[src/rtl/promip_pkg.sv]
// Shared field layout, register map and FSM encoding for the PROMIP measurement block.
// No logic: constants and types only.
// No flow control: compile-time definitions.
package promip_pkg;

    localparam int SEL_LSB     = 0;
    localparam int SEL_MSB     = 3;
    localparam int SEL_W       = SEL_MSB - SEL_LSB + 1;
    localparam int START_BIT   = 8;
    localparam int ABORT_BIT   = 9;
    localparam int RUN_BIT     = 10;
    localparam int ABORTED_BIT = 11;
    localparam int SEL_ERR_BIT = 12;
    localparam int SAT_BIT     = 13;

    localparam logic [7:0] ADDR_SENSOR_CTRL   = 8'h00;
    localparam logic [7:0] ADDR_REF_COUNTER   = 8'h04;
    localparam logic [7:0] ADDR_SENSOR_STATUS = 8'h08;

    typedef enum logic [2:0] {
        IDLE  = 3'd0,
        ARM   = 3'd1,
        COUNT = 3'd2,
        DRAIN = 3'd3,
        DONE  = 3'd4
    } meas_state_e;

    typedef struct packed {
        logic sat;
        logic sel_err;
        logic aborted;
    } sticky_t;

endpackage

[src/rtl/promip_osc_edge_sync.sv]
// Synchronises the muxed oscillator into pclk and flags its rising edges.
// Latency: SYNC_STAGES pclk cycles from input transition to rise pulse.
// No backpressure: free-running, one pulse per detected edge.
module promip_osc_edge_sync
    import promip_pkg::*;
#(
    parameter int SYNC_STAGES = 2
) (
    input  logic pclk,
    input  logic presetn,
    input  logic osc,
    output logic rise
);

    logic [SYNC_STAGES-1:0] sync_q;

    always_ff @(posedge pclk or negedge presetn) begin
        if (!presetn) begin
            sync_q <= '0;
        end else begin
            sync_q <= {sync_q[SYNC_STAGES-2:0], osc};
        end
    end

    // Older stage low, newer stage high.
    assign rise = sync_q[SYNC_STAGES-2] & ~sync_q[SYNC_STAGES-1];

endmodule

[src/rtl/promip_meas_ctrl.sv]
// Register bank plus timed edge-count measurement of one selected ring oscillator.
// Latency: START at T -> ARM at T+1, result with dataready at T+ref_counter+SYNC_STAGES+2.
// No backpressure: writes are single-cycle strobes; ctrl writes are only honoured where legal.
module promip_meas_ctrl
    import promip_pkg::*;
#(
    parameter int NUM_SENSORS        = 8,
    parameter int SENSOR_CTRL_LENGTH = 16,
    parameter int REF_COUNTER_LENGTH = 32,
    parameter int SENSOR_STAT_LENGTH = 32,
    parameter int SYNC_STAGES        = 2
) (
    input  logic                          pclk,
    input  logic                          presetn,
    input  logic                          write,
    input  logic                          sensor_ctrl_select,
    input  logic                          ref_counter_select,
    input  logic                          sensor_status_select,
    input  logic [SENSOR_CTRL_LENGTH-1:0] sensor_ctrl_write_data,
    input  logic [REF_COUNTER_LENGTH-1:0] ref_counter_write_data,
    input  logic [NUM_SENSORS-1:0]        sens_osc,
    output logic [SENSOR_CTRL_LENGTH-1:0] sensor_ctrl,
    output logic [REF_COUNTER_LENGTH-1:0] ref_counter,
    output logic [SENSOR_STAT_LENGTH-1:0] sensor_status,
    output logic                          dataready,
    output logic [NUM_SENSORS-1:0]        sensor_en
);

    localparam int DRAIN_W = $clog2(SYNC_STAGES + 1);
    localparam logic [DRAIN_W-1:0] DRAIN_LAST = DRAIN_W'(SYNC_STAGES - 1);
    localparam logic [SEL_W:0]     NUM_SENS_L = NUM_SENSORS[SEL_W:0];
    localparam logic [REF_COUNTER_LENGTH-1:0] WIN_ONE = REF_COUNTER_LENGTH'(1);

    meas_state_e                   state_q, state_d;
    logic [SEL_W-1:0]              sel_q;
    logic [REF_COUNTER_LENGTH-1:0] ref_q, win_q;
    logic [SENSOR_STAT_LENGTH-1:0] edge_cnt_q, edge_cnt_d, status_q;
    logic [DRAIN_W-1:0]            drain_cnt_q;
    sticky_t                       sticky_q;

    logic             run, count_en, idle_like;
    logic             osc_mux, rise;
    logic             ctrl_wr, ref_wr, stat_rd;
    logic             wr_start, wr_abort, wr_sel_ok;
    logic [SEL_W-1:0] wr_sel;
    logic             set_aborted, set_sel_err, set_sat;
    logic             ctrl_wdata_unused;

    assign ctrl_wr   = write & sensor_ctrl_select;
    assign ref_wr    = write & ref_counter_select;
    assign stat_rd   = sensor_status_select & ~write;
    assign wr_sel    = sensor_ctrl_write_data[SEL_MSB:SEL_LSB];
    assign wr_abort  = ctrl_wr & sensor_ctrl_write_data[ABORT_BIT];
    assign wr_start  = ctrl_wr & sensor_ctrl_write_data[START_BIT] & ~sensor_ctrl_write_data[ABORT_BIT];
    assign wr_sel_ok = ({1'b0, wr_sel} < NUM_SENS_L);

    assign ctrl_wdata_unused = ^{sensor_ctrl_write_data[SENSOR_CTRL_LENGTH-1:ABORT_BIT+1],
                                 sensor_ctrl_write_data[START_BIT-1:SEL_MSB+1]};

    // DONE behaves like IDLE for register writes so a back-to-back START is not lost.
    assign idle_like = (state_q == IDLE) || (state_q == DONE);
    assign count_en  = (state_q == COUNT) || (state_q == DRAIN);

    // Oscillator mux ahead of the synchroniser; out-of-range SEL selects a constant 0.
    always_comb begin
        osc_mux = 1'b0;
        for (int i = 0; i < NUM_SENSORS; i++) begin
            if (sel_q == SEL_W'(i)) osc_mux = sens_osc[i];
        end
    end

    promip_osc_edge_sync #(
        .SYNC_STAGES(SYNC_STAGES)
    ) u_edge_sync (
        .pclk   (pclk),
        .presetn(presetn),
        .osc    (osc_mux),
        .rise   (rise)
    );

    always_ff @(posedge pclk or negedge presetn) begin
        if (!presetn) begin
            state_q <= IDLE;
        end else begin
            state_q <= state_d;
        end
    end

    always_comb begin
        state_d   = state_q;
        run       = 1'b0;
        dataready = 1'b1;
        case (state_q)
            IDLE, DONE: begin
                state_d = (wr_start && wr_sel_ok) ? ARM : IDLE;
            end
            ARM: begin
                run       = 1'b1;
                dataready = 1'b0;
                if (wr_abort)              state_d = IDLE;
                else if (ref_q == '0)      state_d = DRAIN;
                else                       state_d = COUNT;
            end
            COUNT: begin
                run       = 1'b1;
                dataready = 1'b0;
                if (wr_abort)              state_d = IDLE;
                else if (win_q == WIN_ONE) state_d = DRAIN;
            end
            DRAIN: begin
                dataready = 1'b0;
                if (drain_cnt_q == DRAIN_LAST) state_d = DONE;
            end
            default: begin
                state_d = IDLE;
            end
        endcase
    end

    always_comb begin
        edge_cnt_d = edge_cnt_q;
        if (state_q == ARM) begin
            edge_cnt_d = '0;
        end else if (count_en && rise && (edge_cnt_q != '1)) begin
            edge_cnt_d = edge_cnt_q + SENSOR_STAT_LENGTH'(1);
        end
    end

    assign set_aborted = run && wr_abort;
    assign set_sel_err = idle_like && wr_start && !wr_sel_ok;
    assign set_sat     = count_en && rise && (edge_cnt_q == '1);

    always_ff @(posedge pclk or negedge presetn) begin
        if (!presetn) begin
            sel_q       <= '0;
            ref_q       <= '0;
            win_q       <= '0;
            edge_cnt_q  <= '0;
            drain_cnt_q <= '0;
            status_q    <= '0;
            sticky_q    <= '0;
        end else begin
            if (ref_wr) ref_q <= ref_counter_write_data;
            if (idle_like && ctrl_wr) sel_q <= wr_sel;

            if (state_q == ARM)        win_q <= ref_q;
            else if (state_q == COUNT) win_q <= win_q - WIN_ONE;

            edge_cnt_q  <= edge_cnt_d;
            drain_cnt_q <= (state_q == DRAIN) ? drain_cnt_q + DRAIN_W'(1) : '0;

            // Result lands together with the dataready rise (DONE or abort-to-IDLE).
            if (set_aborted || (state_q == DRAIN && state_d == DONE)) begin
                status_q <= edge_cnt_d;
            end

            sticky_q.aborted <= set_aborted | (sticky_q.aborted & ~stat_rd);
            sticky_q.sel_err <= set_sel_err | (sticky_q.sel_err & ~stat_rd);
            sticky_q.sat     <= set_sat     | (sticky_q.sat     & ~stat_rd);
        end
    end

    always_comb begin
        sensor_en = '0;
        for (int i = 0; i < NUM_SENSORS; i++) begin
            sensor_en[i] = run && (sel_q == SEL_W'(i));
        end
    end

    always_comb begin
        sensor_ctrl                  = '0;
        sensor_ctrl[SEL_MSB:SEL_LSB] = sel_q;
        sensor_ctrl[RUN_BIT]         = run;
        sensor_ctrl[ABORTED_BIT]     = sticky_q.aborted;
        sensor_ctrl[SEL_ERR_BIT]     = sticky_q.sel_err;
        sensor_ctrl[SAT_BIT]         = sticky_q.sat;
    end

    assign ref_counter   = ref_q;
    assign sensor_status = status_q;

endmodule

[config.mk]
export PLATFORM = sky130hd
export DESIGN_NAME = promip_meas_ctrl
export DESIGN_NICKNAME = d
export VERILOG_FILES = /design/src/rtl/promip_pkg.sv /design/src/rtl/promip_osc_edge_sync.sv /design/src/rtl/promip_meas_ctrl.sv
export SDC_FILE = /design/constraint.sdc
export NUM_CORES = 1
export LEC_CHECK = 0
export ABC_CLOCK_PERIOD_IN_PS = 3350
export BUFFER_PORTS_ARGS = -buffer_cell sky130_fd_sc_hd__buf_2
export CAP_MARGIN = 5
export CORE_ASPECT_RATIO = 0.7
export CORE_MARGIN = 2
export CORE_UTILIZATION = 55
export DETAILED_ROUTE_END_ITERATION = 12
export PLACE_DENSITY = 0.81
export SETUP_SLACK_MARGIN = 0.4
export SYNTH_ARGS = -nofsm -noshare
export SYNTH_HDL_FRONTEND = slang
export SYNTH_SLANG_ARGS = --single-unit
[constraint.sdc]
create_clock -name pclk -period 3.35 [get_ports pclk]
set_clock_uncertainty 0.1 [all_clocks]
set_input_delay 0.335 -clock pclk [delete_from_list [all_inputs] [get_ports pclk]]
set_output_delay 0.335 -clock pclk [all_outputs]
set_load 0.02 [all_outputs]
### Word-level counts from Yosys, hierarchy flattened

Cells that the tools add are included.

* output and inout port bits: 89
* input bits: 62
* register bits after elaboration: 142
* word-level logic and storage cells: 98

* equality and inequality tests: 16
* add/sub/neg operators: 3
* mux-type cells: 22
* bitwise logic cells: 17
* reductions and logical operators: 28
* magnitude comparators: 1

Operators with widths (number)
* two-way mux 32 bit: 4
* adder 32 x 1 -> 32 bit, second input constant: 1
* equality test 32 x 1 -> 1 bit, second input constant: 1
* equality test 32 bit, second input constant: 1
* zero test 32 bit: 1
* != test 32 bit, second input constant: 1
* subtractor 32 x 1 -> 32 bit, second input constant: 1
* logical AND 1 bit: 17
* equality test 4 x 3 -> 1 bit, second input constant: 4
* two-way mux 1 bit: 12
* one-hot mux 3 bit (4 select lines): 1
* AND 1 bit: 10
* two-way mux 3 bit: 3
* equality test 4 x 2 -> 1 bit, second input constant: 2
* equality test 3 x 2 -> 1 bit, second input constant: 2
* equality test 3 bit, second input constant: 2
* equality test 4 x 1 -> 1 bit, second input constant: 1
* zero test 4 bit: 1
* less-than comparator 4 bit, second input constant: 1
* two-way mux 2 bit: 2
* inverter 1 bit: 4
* OR reduction 2 bit: 2
* equality test 3 x 1 -> 1 bit, second input constant: 1
* zero test 3 bit: 1
* 7 further kinds: 11

### Longest topological paths before layout

Gate-level depths: netlist (run 1).

* depth after elaboration: 9
* gate-level depth with buffers: 9
* depth with buffers taken out: 8

### Modules after synthesis

Synthesis (run 1) repeated with hierarchy kept, for this count alone.

* cells, all modules: 778
* area, all modules: 7498.4 um^2

By module, submodules not included
* promip_meas_ctrl: cells an instance 775, seq. area each 3503.4 um^2, instances 1, area an instance 7434.6 um^2
* promip_osc_edge_sync: cells an instance 3, seq. area each 50.0 um^2, instances 1, area an instance 63.8 um^2

### Least setup slack after synthesis (run 1)

OpenSTA, ideal clock, no wires.

* path type: flip-flop to flip-flop
* start point: register win_q[4]
* end point: register win_q[22]
* required time: 3.121 ns
* arrival time: 1.912 ns
* path buffers: 1
* library setup time: 0.129 ns
* path slack: 1.209 ns
* cell stages (with the launch flop): 7
* clock period less this slack: 2.141 ns
* cell sequence: dfrtp_1 -> or3_4 -> or3_1 -> buf_6 -> or3_4 -> o311ai_1 -> nand2_1

* word-level cells in the longest chain between the ends: 3

RTL lines
* from (decl): RTL line promip_meas_ctrl.sv:36 `logic [REF_COUNTER_LENGTH-1:0] ref_q, win_q;`
* from (signal assigned): RTL line promip_meas_ctrl.sv:146 `if (state_q == ARM) win_q <= ref_q;`
* from (signal assigned): RTL line promip_meas_ctrl.sv:147 `else if (state_q == COUNT) win_q <= win_q - WIN_ONE;`
* subtractor 32 x 1 -> 32 bit: RTL line promip_meas_ctrl.sv:147
* two-way mux 32 bit: RTL line promip_meas_ctrl.sv:147
* two-way mux 32 bit: RTL line promip_meas_ctrl.sv:146

No other way between the ends. The select of a mux whose other input is x is not followed.
A chain may end at the register's enable or synchronous reset.

### Worst setup path in the final report (run 1)

* start point: register state_q[0]
* end point: output port sensor_en[3]

* word-level cells in the longest chain between the ends: 4
* elaborated cells on any way between the ends: 5
* classes of those cells: 2 x eq/ne; 1 x mux; 2 x reduce/logical

RTL lines
* from (decl): RTL line promip_meas_ctrl.sv:34 `meas_state_e state_q, state_d;`
* from (signal assigned): RTL line promip_meas_ctrl.sv:85 `state_q <= state_d;`
* equality test 3 x 2 -> 1 bit / equality test 3 x 1 -> 1 bit (equally long branches): RTL line promip_meas_ctrl.sv:93 `case (state_q)`
* OR reduction 2 bit (no line) *
* two-way mux 1 bit *: RTL line promip_meas_ctrl.sv:93
* logical AND 1 bit *: RTL line promip_meas_ctrl.sv:166 `sensor_en[i] = run && (sel_q == SEL_W'(i));`
* to (decl): RTL line promip_meas_ctrl.sv:26 `output logic [NUM_SENSORS-1:0] sensor_en`

Mark *: on every way between the ends. The rest lies on a longest branch, timed or not.

==> key figures, run 1 <==
Status
  – Result of the run: finished, final reports clean

Synth
  – Post-synth cell types: 63
  – Total standard cell area after synthesis: 6680 µm²
  – Synth Instances: 651
  – Top flip-flop cell by instance count after synthesis: sky130_fd_sc_hd__dfrtp_1
  – Share of flip-flops with an asynchronous set or reset: 100%
  – Synthesis-stage register bit count: 142
  – Number of enable-type register cells in the synthesized netlist: 0
  – Average cell area after synthesis: 10.3 µm²
  – Portion of the post-synthesis area used by sequential elements: 53.2%
  – Number of warnings issued by yosys: 0

STA
  – Count of final hold-check violations: 0
  – Slew Limit Fails: 0
  – Tmin final: 2730 ps
  – Top achievable clock speed: 366 MHz
  – Setup repair after global routing missed its margin: false
  – Fin crit share: 81.5%
  – Setup TNS: 0 ps
  – Relative slew slack: 42.3%
  – Actual transition at the worst max-transition pin: 866 ps
  – Final setup vio count: 0

Clock tree
  – CTS H-tree depth: 4
  – Later-pin clock latency in the skew report: 410 ps
  – Clock-pin slew on the worst setup and hold paths: 60 ps
  – Post-CTS setup repair buffer count: 0
  – CTS max path bufs: 2
  – Clock tree from TritonCTS: done
  – Root buffer cell: sky130_fd_sc_hd__clkbuf_16
  – Number of buffers created by CTS: 17
  – TritonCTS Sinks: 142

Pwr
  – Pint: 0.00381 W
  – Worst vdd rail ir drop: 0.414 mV
  – Fraction of power consumed by sequential logic: 42.2%
  – Net Switching: 0.00168 W
  – Power Total: 0.00550 W
  – Fraction of power consumed by combinational cells: 20.0%
  – Switching power share of the total: 30.6%
  – Pwr per Cell Area: 678 nW/µm²
  – Leakage power of the design: 3.79 nW
  – Part of the total power dissipated in the clock network: 37.8%

Critical path
  – Classification of the worst setup path: register to primary output
  – Launching instance or port of the critical path: state_q[0]
  – Data arrival time of the worst path: 2290 ps
  – Crit-path cells: nor3b_2, nor2_2, inv_1, nand2_1, nor2_1, buf_2
  – Destination of the critical timing path: sensor_en[3]
  – Endpoint class of the critical path: primary output
  – Beginning of the worst register-to-register path: win_q[4]
  – Sort of element at the start of the critical path: register
  – R2R setup slack: 810 ps
  – Biggest fanout along the worst timing path: 14
  – Endpoint of the worst-slack reg-to-reg timing path: win_q[19]
  – Delay contributed by the slowest stage of the critical path: 540 ps
  – Cell type of the slowest stage on the worst timing path: sky130_fd_sc_hd__nor2_2
  – Worst Path Required: 2910 ps
  – R2R depth: 6

Floorplan
  – Height of the die: 96.2 µm
  – Core area: 11800 µm²
  – Number of top-level pins: 151
  – Die Span X: 136 µm
  – Placement Rows: 33
  – Initial standard-cell utilization of the core: 56.8%
  – Die area: 13100 µm²

Finish
  – Layout Cells excl Fill: 949
  – Layout cells sized above 1: 29.3%
  – Nets: 845
  – Cell area after layout: 8110 µm²
  – Final core utilization: 68.9%
  – Area growth syn-to-layout: 21.4%
  – Antenna diodes: 0

Run
  – Max_cap viols: 0

Routing
  – Total routed wirelength: 16700 µm
  – WL/cell: 17.6 µm
  – Total number of vias: 5608
  – Length of the first detailed-routing pass in iterations: 5
  – DRC errors left: 0
  – DR iter-0 viols: 424
  – Routed via count divided by cell count: 5.91
  – Antenna Violating Nets Remaining: 0

Global route
  – Largest net degree at the start of global routing: 97
  – Gr ovfl total: 0
  – Vias in the first global route: 5489
  – Antenna violations before repair: 0
  – Wire length of the first global-routing pass: 26900 µm
  – Global-route total usage across every layer: 26.7%

Placed design
  – Post-Place Cell Area: 7430 µm²
  – I/O Buffers: 132
  – Total instance count after detailed placement: 916
  – Weighted congestion reported at the end of routability-driven placement: 0.860
  – Placed wire-length estimate after detailed placement: 11500 µm

Worst hold path
  – Class of the tightest hold or removal check: input port to register
## final cells by class
type                       instances  area (µm²)
tap                              157         196
clock buffer                      21         470
fill                             856        3660
timing repair buffer             140         742
clock inverter                    11         186
inverter                           7        26.3
sequential                       142        3550
multi-input combinational        471        2930
## worst min path at each step
stage	start	to	slack, ps	depth (start not counted)
floorplan	presetn	drain_cnt_q[0]	-60	0
global placement	u_edge_sync.sync_q[0]	u_edge_sync.sync_q[1]	290	0
detailed placement	u_edge_sync.sync_q[0]	u_edge_sync.sync_q[1]	310	0
CTS	sensor_ctrl_write_data[1]	sel_q[1]	40	3
global route	ref_counter_write_data[17]	ref_counter[17]	40	2
finish	ref_counter_write_data[15]	ref_counter[15]	50	2
## stage by stage
stage / worst slack [ps] / hold WS, ps
3_3_place_gp: 852 / 292
6_report: 621 / 51.5
4_1_cts: 557 / 41.1
3_5_place_dp: 766 / 311
2_1_floorplan: 1210 / -60.6
5_1_grt: 481 / 43.9
## cell usage in the layout, fill, tap and decap left out, types with 5 or more instances in the layout
master	synthesis	routed
sky130_fd_sc_hd__nand3b_1	5	5
sky130_fd_sc_hd__nand2b_1	6	6
sky130_fd_sc_hd__nor2_1	61	60
sky130_fd_sc_hd__a21oi_1	14	14
sky130_fd_sc_hd__nand2_1	91	91
sky130_fd_sc_hd__bufinv_16	0	5
sky130_fd_sc_hd__inv_1	7	7
sky130_fd_sc_hd__nor4_1	14	14
sky130_fd_sc_hd__nand3_1	33	33
sky130_fd_sc_hd__o211ai_1	17	17
sky130_fd_sc_hd__conb_1	1	8
sky130_fd_sc_hd__xor2_1	22	22
sky130_fd_sc_hd__o21ai_0	44	44
sky130_fd_sc_hd__nand4_1	10	10
sky130_fd_sc_hd__clkbuf_16	0	17
sky130_fd_sc_hd__dfrtp_1	142	142
sky130_fd_sc_hd__nor3_1	14	14
sky130_fd_sc_hd__xnor2_1	10	10
sky130_fd_sc_hd__and2_1	5	5
sky130_fd_sc_hd__buf_2	2	131
sky130_fd_sc_hd__mux2_2	37	37
sky130_fd_sc_hd__and3_1	6	6
sky130_fd_sc_hd__o311ai_0	11	11
sky130_fd_sc_hd__buf_4	9	6
## sequential cells by signal, summed over array words and instances, names as in the netlist
register and flops:
drain_cnt_q 2, win_q 32, sensor_status 32, u_edge_sync.sync_q 2
edge_cnt_q 32, sensor_ctrl 3, ref_counter 32, sel_q 4
state_q 3
## logic make-up (layout without fill, tap and decap cells)
family	Yosys count	in the layout	share of synthesized area, %
multiplexers	41	41	6.84
buffers and inverters	45	179	3.48
adder cells (fa/ha/maj)	4	4	0.749
AND/OR/NAND/NOR	277	277	21.1
flip-flops	142	142	53.2
XOR/XNOR	32	32	4.20
AO/OA/AOI/OAI	109	109	10.4
other	1	8	0.0561
## synthesized netlist by cell type (6+ instances only)
library cell	count	area (µm²)
sky130_fd_sc_hd__o311ai_0	11	96.3
sky130_fd_sc_hd__dfrtp_1	142	3550
sky130_fd_sc_hd__clkbuf_1	18	67.6
sky130_fd_sc_hd__nand2b_1	6	37.5
sky130_fd_sc_hd__nor2_1	61	229
sky130_fd_sc_hd__inv_1	7	26.3
sky130_fd_sc_hd__nand3_1	33	165
sky130_fd_sc_hd__nand2_1	91	342
sky130_fd_sc_hd__xnor2_1	10	87.6
sky130_fd_sc_hd__nor4_1	14	87.6
sky130_fd_sc_hd__and3_1	6	37.5
sky130_fd_sc_hd__o21ai_0	44	220
sky130_fd_sc_hd__o211ai_1	17	128
sky130_fd_sc_hd__mux2_2	37	417
sky130_fd_sc_hd__buf_1	6	22.5
sky130_fd_sc_hd__buf_4	9	67.6
sky130_fd_sc_hd__a21oi_1	14	70.1
sky130_fd_sc_hd__nand4_1	10	62.6
sky130_fd_sc_hd__xor2_1	22	193
sky130_fd_sc_hd__nor3_1	14	70.1
## power groups by stage
stage	combinational [W]	clock [W]	sequential (W)
finish	0.00110	0.00208	0.00232
CTS	0.00110	0.00210	0.00230
floorplan	0.000690	0	0.00234
detailed placement	0.00108	0	0.00233
global placement	0.00102	0	0.00229
global route	0.00121	0.00218	0.00235
## metal layers
| layer | share of wire (%) | GRT usage, % | up-vias | wire (µm) |
|---|---|---|---|---|
| met1 | 45 | 36.1 | 2758 | 7450 |
| met4 | 1.9 | 11.3 | 0 | 324 |
| met3 | 6.7 | 5.37 | 38 | 1130 |
| li1 | - | - | 2561 | - |
| met2 | 47 | 42.5 | 251 | 7840 |
| met5 | 0 | 0 | - | 0 |
## critical path: cells and delay by family, from the launching register on
kind / cells / cell delay (ps)
buf+inv: 2 / 370
simple gates: 4 / 1020
flops: 1 / 500
## timing repair
| item | in CTS | in global routing |
|---|---|---|
| hold endpoints to repair | 95 | 0 |
| cloned | 0 | 0 |
| hold buffers | 1 | 0 |
| endpoints found under the setup margin | 4 | 4 |
| gates resized for setup | 1 | 1 |
Note: power is estimated with default switching activity, not from simulation.
==> inputs of run 2 (changes only) <==
--- a/config.mk
+++ b/config.mk
@@ -5,14 +5,14 @@
 export SDC_FILE = /design/constraint.sdc
 export NUM_CORES = 1
 export LEC_CHECK = 0
-export ABC_CLOCK_PERIOD_IN_PS = 3350
+export ABC_CLOCK_PERIOD_IN_PS = 2400
 export BUFFER_PORTS_ARGS = -buffer_cell sky130_fd_sc_hd__buf_2
 export CAP_MARGIN = 5
 export CORE_ASPECT_RATIO = 0.7
 export CORE_MARGIN = 2
-export CORE_UTILIZATION = 55
+export CORE_UTILIZATION = 49
 export DETAILED_ROUTE_END_ITERATION = 12
-export PLACE_DENSITY = 0.81
+export PLACE_DENSITY = 0.76
 export SETUP_SLACK_MARGIN = 0.4
 export SYNTH_ARGS = -nofsm -noshare
 export SYNTH_HDL_FRONTEND = slang
==> constraint.sdc (replaced) <==
create_clock -name pclk -period 2.4 [get_ports pclk]
set_clock_uncertainty 0.1 [all_clocks]
set_input_delay 0.24 -clock pclk [delete_from_list [all_inputs] [get_ports pclk]]
set_output_delay 0.24 -clock pclk [all_outputs]
set_load 0.02 [all_outputs]
==> run 2 against run 1 <==
Utilization is 7.5 points higher. Register-to-register slack worse by 710 ps. Wire length is 39% higher. Cell count is 16% higher. Sequential share of layout area is 8.6 points lower. Clock power is 42% higher. First-iteration DRC count is 59% higher. Worst hold slack worse by 5.8 ps. Critical path type is now register to register. Critical endpoint is now win_q[30]. Largest power group unchanged. Highest routed layer unchanged.
==> key figures, run 2 (same netlist as run 1, synthesis figures left out) <==
Placed design
  – Setup slack at placement: 0.809 ps (-766 ps)
  – Placed wire-length estimate after detailed placement: 11900 µm (+3.9%)
  – Total instance count after detailed placement: 963 (+5.1%)
  – Weighted congestion reported at the end of routability-driven placement: 0.874 (+1.7%)
  – I/O Buffers: 132 (unchanged)

STA
  – Slew Limit Fails: 0 (unchanged)
  – Setup WS post-layout: 99.9 ps (-521 ps)
  – Relative slew slack: 56.5% (+14 points)
  – Hold_ws: 45.7 ps (-5.84 ps)
  – Actual transition at the worst max-transition pin: 649 ps (-216 ps)
  – Setup repair after global routing missed its margin: true
  – Count of final hold-check violations: 0 (unchanged)
  – Top achievable clock speed: 435 MHz
  – Final setup vio count: 0 (unchanged)
  – Tmin final: 2300 ps
  – Fin crit share: 95.8%
  – Setup TNS: 0 ps (unchanged)

Floorplan
  – Placement Rows: 35 (+6.1%)
  – Number of top-level pins: 151 (unchanged)
  – Initial standard-cell utilization of the core: 50.5% (-6.3 points)
  – Height of the die: 102 µm (+5.7%)
  – Die Span X: 144 µm (+5.8%)
  – Core area: 13200 µm² (+12%)
  – Die area: 14600 µm² (+12%)

Clock tree
  – Number of buffers created by CTS: 17 (unchanged)
  – Clock tree from TritonCTS: done
  – Root buffer cell: sky130_fd_sc_hd__clkbuf_16
  – CTS H-tree depth: 4 (unchanged)
  – CTS max path bufs: 2 (unchanged)
  – TritonCTS Sinks: 142 (unchanged)
  – Clock-pin slew on the worst setup and hold paths: 60 ps (about the same)
  – Later-pin clock latency in the skew report: 420 ps (about the same)

Routing
  – Total routed wirelength: 23300 µm (+39%)
  – Length of the first detailed-routing pass in iterations: 5 (unchanged)
  – Routed via count divided by cell count: 6.08 (+2.9%)
  – Antenna Violating Nets Remaining: 0 (unchanged)
  – WL/cell: 21.1 µm (+20%)
  – DRC errors left: 0 (unchanged)
  – Total number of vias: 6707 (+20%)
  – DR iter-0 viols: 674 (+59%)

Global route
  – Vias in the first global route: 5973 (+8.8%)
  – Wire length of the first global-routing pass: 30600 µm (+14%)
  – Global-route total usage across every layer: 26.9% (+0.29 points)
  – Antenna violations before repair: 0 (unchanged)
  – Largest net degree at the start of global routing: 65 (-33%)
  – Gr ovfl total: 0 (unchanged)

Worst hold path
  – Class of the tightest hold or removal check: input port to register

Status
  – Result of the run: finished, final reports clean

Finish
  – Most common library cell in the layout ignoring fill and taps: sky130_fd_sc_hd__dfrtp_1
  – Antenna diodes: 0 (unchanged)
  – Most frequent cells in the layout: 139 x sky130_fd_sc_hd__dfrtp_1, 122 x sky130_fd_sc_hd__buf_2, 83 x sky130_fd_sc_hd__nand2_1
  – Layout Cells excl Fill: 1103 (+16%)
  – Nets: 971 (+15%)
  – Area growth syn-to-layout: 51.4%
  – Layout cells sized above 1: 45.6% (+16 points)

Critical path
  – Biggest fanout along the worst timing path: 5 (-9)
  – Sort of element at the start of the critical path: register
  – Classification of the worst setup path: register to register
  – Worst Path Required: 2580 ps (-330 ps)
  – Endpoint class of the critical path: register
  – Data arrival time of the worst path: 2480 ps (+190 ps)

Pwr
  – Switching power share of the total: 33.5% (+2.9 points)
  – Leakage power of the design: 4.62 nW (+22%)
  – Pint: 0.00569 W (+49%)
  – Net Switching: 0.00287 W (+70%)
  – Fraction of power consumed by sequential logic: 39.1% (-3.1 points)
  – Pwr per Cell Area: 847 nW/µm² (+25%)
  – Worst vdd rail ir drop: 0.693 mV (+67%)
  – Fraction of power consumed by combinational cells: 26.5% (+6.5 points)
  – Part of the total power dissipated in the clock network: 34.5% (-3.3 points)

Run
  – Max_cap viols: 0 (unchanged)
==> run 2: path summary, 6_finish.rpt <==
check	cells past startpoint	start	end	slack [ps]
max	8	win_q[10]	win_q[30]	100
min	2	sensor_ctrl_write_data[3]	sel_q[3]	50
max reg2reg	8	win_q[10]	win_q[30]	100
min reg2reg	0	u_edge_sync.sync_q[0]	u_edge_sync.sync_q[1]	350
max in group asynchronous	3	presetn	win_q[15]	1230
min in group asynchronous	2	presetn	sensor_status[28]	240
==> run 2: repair_timing <==
action,4_1_cts,5_1_grt
endpoints found under the setup margin,85,98
pin swaps,30,88
gates resized for setup,68,144
buffers inserted,32,40
hold buffers,36,0
gates cloned,0,0
endpoints found under the hold margin,87,0
==> run 2: metrics by stage <==
step | instance area (µm²) | power (W) | utilization [%]
2_1_floorplan | 6710 | 0.00423 | -
3_3_place_gp | 7620 | 0.00470 | 57.6
3_5_place_dp | 7620 | 0.00481 | 57.6
4_1_cts | 9170 | 0.00810 | 69.3
5_1_grt | 10100 | 0.00886 | 76.5
6_report | 10100 | 0.00856 | 76.5
==> run 2: power by group through the flow <==
| stage | clock network [W] | logic (W) | registers [W] |
|---|---|---|---|
| 2_1_floorplan | 0 | 0.000968 | 0.00326 |
| 3_3_place_gp | 0 | 0.00150 | 0.00320 |
| 3_5_place_dp | 0 | 0.00157 | 0.00324 |
| 4_1_cts | 0.00294 | 0.00191 | 0.00325 |
| 5_1_grt | 0.00307 | 0.00242 | 0.00337 |
| 6_report | 0.00295 | 0.00227 | 0.00334 |
==> run 2: cell type report <==
type / count / area (µm²)
multi-input cells: 471 / 3710
flip-flops and latches: 142 / 3560
fillers: 743 / 3110
repair buffers: 266 / 1930
clock buffers: 19 / 443
well taps: 185 / 231
clock inverters: 13 / 213
inverters: 7 / 26.3
==> run 2: worst max-delay path, stage by stage, from the launching register on <==
cell                       delay (ps)
sky130_fd_sc_hd__dfrtp_1          480
sky130_fd_sc_hd__nor4_4           390
sky130_fd_sc_hd__nand4b_4         200
sky130_fd_sc_hd__nor3_4           330
sky130_fd_sc_hd__buf_6            160
sky130_fd_sc_hd__buf_6             90
sky130_fd_sc_hd__a31oi_1           80
sky130_fd_sc_hd__o21ai_1          200
sky130_fd_sc_hd__o211ai_1         130
==> run 2: layer usage <==
layer	global-route usage [%]	part of all wire, %	vias to the layer above
met2	42.1	48	500
met5	0	0	-
met3	5.82	8.7	143
met1	37.5	39	3271
met4	10.0	5.1	0
li1	-	-	2793
==> inputs of run 3 (changes only) <==
--- a/config.mk
+++ b/config.mk
@@ -10,10 +10,11 @@
 export CAP_MARGIN = 5
 export CORE_ASPECT_RATIO = 0.7
 export CORE_MARGIN = 2
-export CORE_UTILIZATION = 49
+export CORE_UTILIZATION = 50
 export DETAILED_ROUTE_END_ITERATION = 12
-export PLACE_DENSITY = 0.76
+export PLACE_DENSITY = 0.77
 export SETUP_SLACK_MARGIN = 0.4
 export SYNTH_ARGS = -nofsm -noshare
 export SYNTH_HDL_FRONTEND = slang
+export SYNTH_HIERARCHICAL = 1
 export SYNTH_SLANG_ARGS = --single-unit
==> run 3 against run 2 <==
Wire length rose by 17%. Maximum frequency fell by 1.5%. Clock-buffer cell count fell by 2. Die area rose by 9.7%.
==> key figures, run 3 <==
Global route
  – Wire length of the first global-routing pass: 41100 µm (+34%)
  – Global-route total usage across every layer: 33.0% (+6.1 points)
  – Gr ovfl total: 0 (unchanged)
  – Antenna violations before repair: 0 (unchanged)
  – Largest net degree at the start of global routing: 48 (-26%)
  – Vias in the first global route: 7907 (+32%)

Routing
  – DR iter-0 viols: 863 (+28%)
  – DRC errors left: 0 (unchanged)
  – Total routed wirelength: 27300 µm (+17%)
  – Length of the first detailed-routing pass in iterations: 5 (unchanged)
  – Total number of vias: 8187 (+22%)
  – WL/cell: 20.9 µm (-0.87%)
  – Antenna Violating Nets Remaining: 0 (unchanged)
  – Routed via count divided by cell count: 6.29 (+3.5%)

Pwr
  – Worst vdd rail ir drop: 0.715 mV (+3.2%)
  – Fraction of power consumed by sequential logic: 39.0% (about the same)
  – Fraction of power consumed by combinational cells: 30.8% (+4.3 points)
  – Leakage power of the design: 5.26 nW (+14%)
  – Switching power share of the total: 36.0% (+2.5 points)
  – Pwr per Cell Area: 756 nW/µm² (-11%)
  – Net Switching: 0.00313 W (+9.3%)
  – Power Total: 0.00872 W (+1.8%)
  – Pint: 0.00558 W (-2.0%)
  – Part of the total power dissipated in the clock network: 30.2% (-4.3 points)

Run
  – Max_cap viols: 0 (unchanged)

Floorplan
  – Height of the die: 106 µm (+4.7%)
  – Die area: 16000 µm² (+9.7%)
  – Number of top-level pins: 151 (unchanged)
  – Placement Rows: 37 (+5.7%)
  – Die Span X: 150 µm (+4.7%)
  – Core area: 14700 µm² (+11%)
  – Initial standard-cell utilization of the core: 51.1% (+0.58 points)

Placed design
  – Setup slack at placement: 3.40 ps (+2.59 ps)
  – Placed wire-length estimate after detailed placement: 14400 µm (+20%)
  – Weighted congestion reported at the end of routability-driven placement: 0.896 (+2.5%)
  – I/O Buffers: 132 (unchanged)

Synth
  – Synth Instances: 778 (+20%)
  – Top flip-flop cell by instance count after synthesis: sky130_fd_sc_hd__dfrtp_1
  – Number of enable-type register cells in the synthesized netlist: 0 (unchanged)
  – Portion of the post-synthesis area used by sequential elements: 47.4% (-5.8 points)
  – Library cell with the highest instance count after synthesis: sky130_fd_sc_hd__dfrtp_1
  – Total standard cell area after synthesis: 7500 µm² (+12%)
  – Share of the synthesized area in the top cell type: 47.4% (-5.8 points)
  – Cell taking the most area after synthesis: sky130_fd_sc_hd__dfrtp_1
  – Average cell area after synthesis: 9.64 µm² (-6.1%)
  – Top cells by area, synth: sky130_fd_sc_hd__dfrtp_1 47%, sky130_fd_sc_hd__mux2_2 5.6%, sky130_fd_sc_hd__nand2_1 4.4%
  – Post-synth cell types: 67 (+6.3%)
  – Synthesis-stage register bit count: 142 (unchanged)
  – List of most frequent post-synthesis cells: 142 x sky130_fd_sc_hd__dfrtp_1, 87 x sky130_fd_sc_hd__nand2_1, 51 x sky130_fd_sc_hd__nand3_1
  – Share of flip-flops with an asynchronous set or reset: 100% (unchanged)
  – Number of warnings issued by yosys: 6 (+6)

Finish
  – Area growth syn-to-layout: 53.7%
  – Most common library cell in the layout ignoring fill and taps: sky130_fd_sc_hd__dfrtp_1
  – Filler instances: 893 (+20%)
  – Nets: 1159 (+19%)
  – Layout cells sized above 1: 46.8% (+1.2 points)
  – Antenna diodes: 0 (unchanged)
  – Most frequent cells in the layout: 134 x sky130_fd_sc_hd__dfrtp_1, 126 x sky130_fd_sc_hd__buf_4, 123 x sky130_fd_sc_hd__buf_2

STA
  – Slew Limit Fails: 0 (unchanged)
  – Setup WS post-layout: 65.1 ps (-34.8 ps)
  – Setup repair after global routing missed its margin: true
  – Final setup vio count: 0 (unchanged)
  – Hold_ws: 72.9 ps (+27.3 ps)
  – Count of final hold-check violations: 0 (unchanged)
  – Tmin final: 2330 ps (+34.8 ps)
  – Setup TNS: 0 ps (unchanged)
  – Top achievable clock speed: 428 MHz (-1.5%)
  – Fin crit share: 97.3% (+1.5 points)

Clock tree
  – Root buffer cell: sky130_fd_sc_hd__clkbuf_16
  – CTS max path bufs: 2 (unchanged)
  – Later-pin clock latency in the skew report: 430 ps (about the same)
  – Number of buffers created by CTS: 17 (unchanged)
  – Clock tree from TritonCTS: done
  – TritonCTS Sinks: 142 (unchanged)
  – Clock-pin slew on the worst setup and hold paths: 60 ps (about the same)
  – CTS H-tree depth: 4 (unchanged)

Critical path
  – Endpoint class of the critical path: register
  – Sort of element at the start of the critical path: register
  – Data arrival time of the worst path: 2600 ps (+120 ps)
  – Worst Path Required: 2660 ps (+80 ps)
  – Classification of the worst setup path: register to register
  – Biggest fanout along the worst timing path: 6 (+1)

Status
  – Result of the run: finished, final reports clean

Worst hold path
  – Class of the tightest hold or removal check: input port to register
[run 3: critical path: stages, from the launching register on]
cell and delay [ps]:
sky130_fd_sc_hd__dfrtp_1 410, sky130_fd_sc_hd__buf_6 140, sky130_fd_sc_hd__or3b_4 400, sky130_fd_sc_hd__buf_6 150
sky130_fd_sc_hd__nor4_4 230, sky130_fd_sc_hd__buf_4 190, sky130_fd_sc_hd__nand2_4 80, sky130_fd_sc_hd__or4_1 440
sky130_fd_sc_hd__nand3_1 120
[run 3: kinds of logic (layout without fill, tap and decap cells)]
family | Yosys count | in the layout | share of synthesized area [%]
AND/OR/NAND/NOR | 342 | 347 | 24.9
AO/OA/AOI/OAI | 172 | 172 | 15.8
other | 1 | 8 | 0.0500
multiplexers | 41 | 41 | 6.09
flip-flops | 142 | 142 | 47.4
adder cells (fa/ha/maj) | 4 | 4 | 0.667
XOR/XNOR | 4 | 4 | 0.467
buffers and inverters | 72 | 388 | 4.72
[run 3: stage by stage]
stage / instance area, µm² / util (%) / std cells
after floorplan: 7780 / - / 785
final: 11500 / 78.5 / 1301
after global routing: 11500 / 78.5 / 1301
after global placement: 8940 / 60.9 / 1124
after detailed placement: 8940 / 60.9 / 1124
after CTS: 11100 / 75.6 / 1274
[run 3: area by class of cell]
| cell class | count | area [µm²] | area share (%) |
|---|---|---|---|
| tap | 195 | 244 | 2.12 |
| clock buffer | 17 | 425 | 3.69 |
| timing repair buffer | 345 | 2690 | 23.4 |
| sequential | 142 | 3560 | 30.9 |
| multi-input combinational | 576 | 4410 | 38.2 |
| clock inverter | 15 | 151 | 1.31 |
| inverter | 11 | 41.3 | 0.358 |
[run 3: per-layer routing]
layer  vias up  global-route usage, %  share of wire (%)  wire (µm)
met5         -                      0                  0          0
met1      4041                   45.8                 41      11100
li1       3567                      -                  -          -
met3        90                   7.51                9.9       2690
met2       489                   51.2                 46      12700
met4         0                   11.2                2.8        753
[run 3: final timing paths]
| kind | slack (ps) | depth (start not counted) | startpoint | endpoint |
|---|---|---|---|---|
| worst max-delay path | 70 | 8 | state_q[2] | win_q[22] |
| worst min-delay path | 70 | 3 | sensor_ctrl_write_data[8] | sensor_ctrl[12] |
| worst max register to register | 70 | 8 | state_q[2] | win_q[22] |
| worst min register to register | 280 | 0 | u_edge_sync/sync_q[0] | u_edge_sync/sync_q[1] |
| max in group asynchronous | 1350 | 3 | presetn | sel_q[1] |
| min in group asynchronous | 240 | 2 | presetn | ref_counter[5] |
[run 3: timing repair]
action	4_1_cts	5_1_grt
hold buffers	37	0
buffers inserted	66	26
hold endpoints to repair	79	0
pin swaps	82	44
gates resized for setup	154	61
cloned	15	1
endpoints found under the setup margin	97	101
[run 3: power by group through the flow]
stage	clock (W)	combinational, W	sequential, W
6_report	0.00263	0.00268	0.00340
5_1_grt	0.00275	0.00287	0.00344
4_1_cts	0.00264	0.00234	0.00334
3_5_place_dp	0	0.00190	0.00336
3_3_place_gp	0	0.00183	0.00334
2_1_floorplan	0	0.00119	0.00338
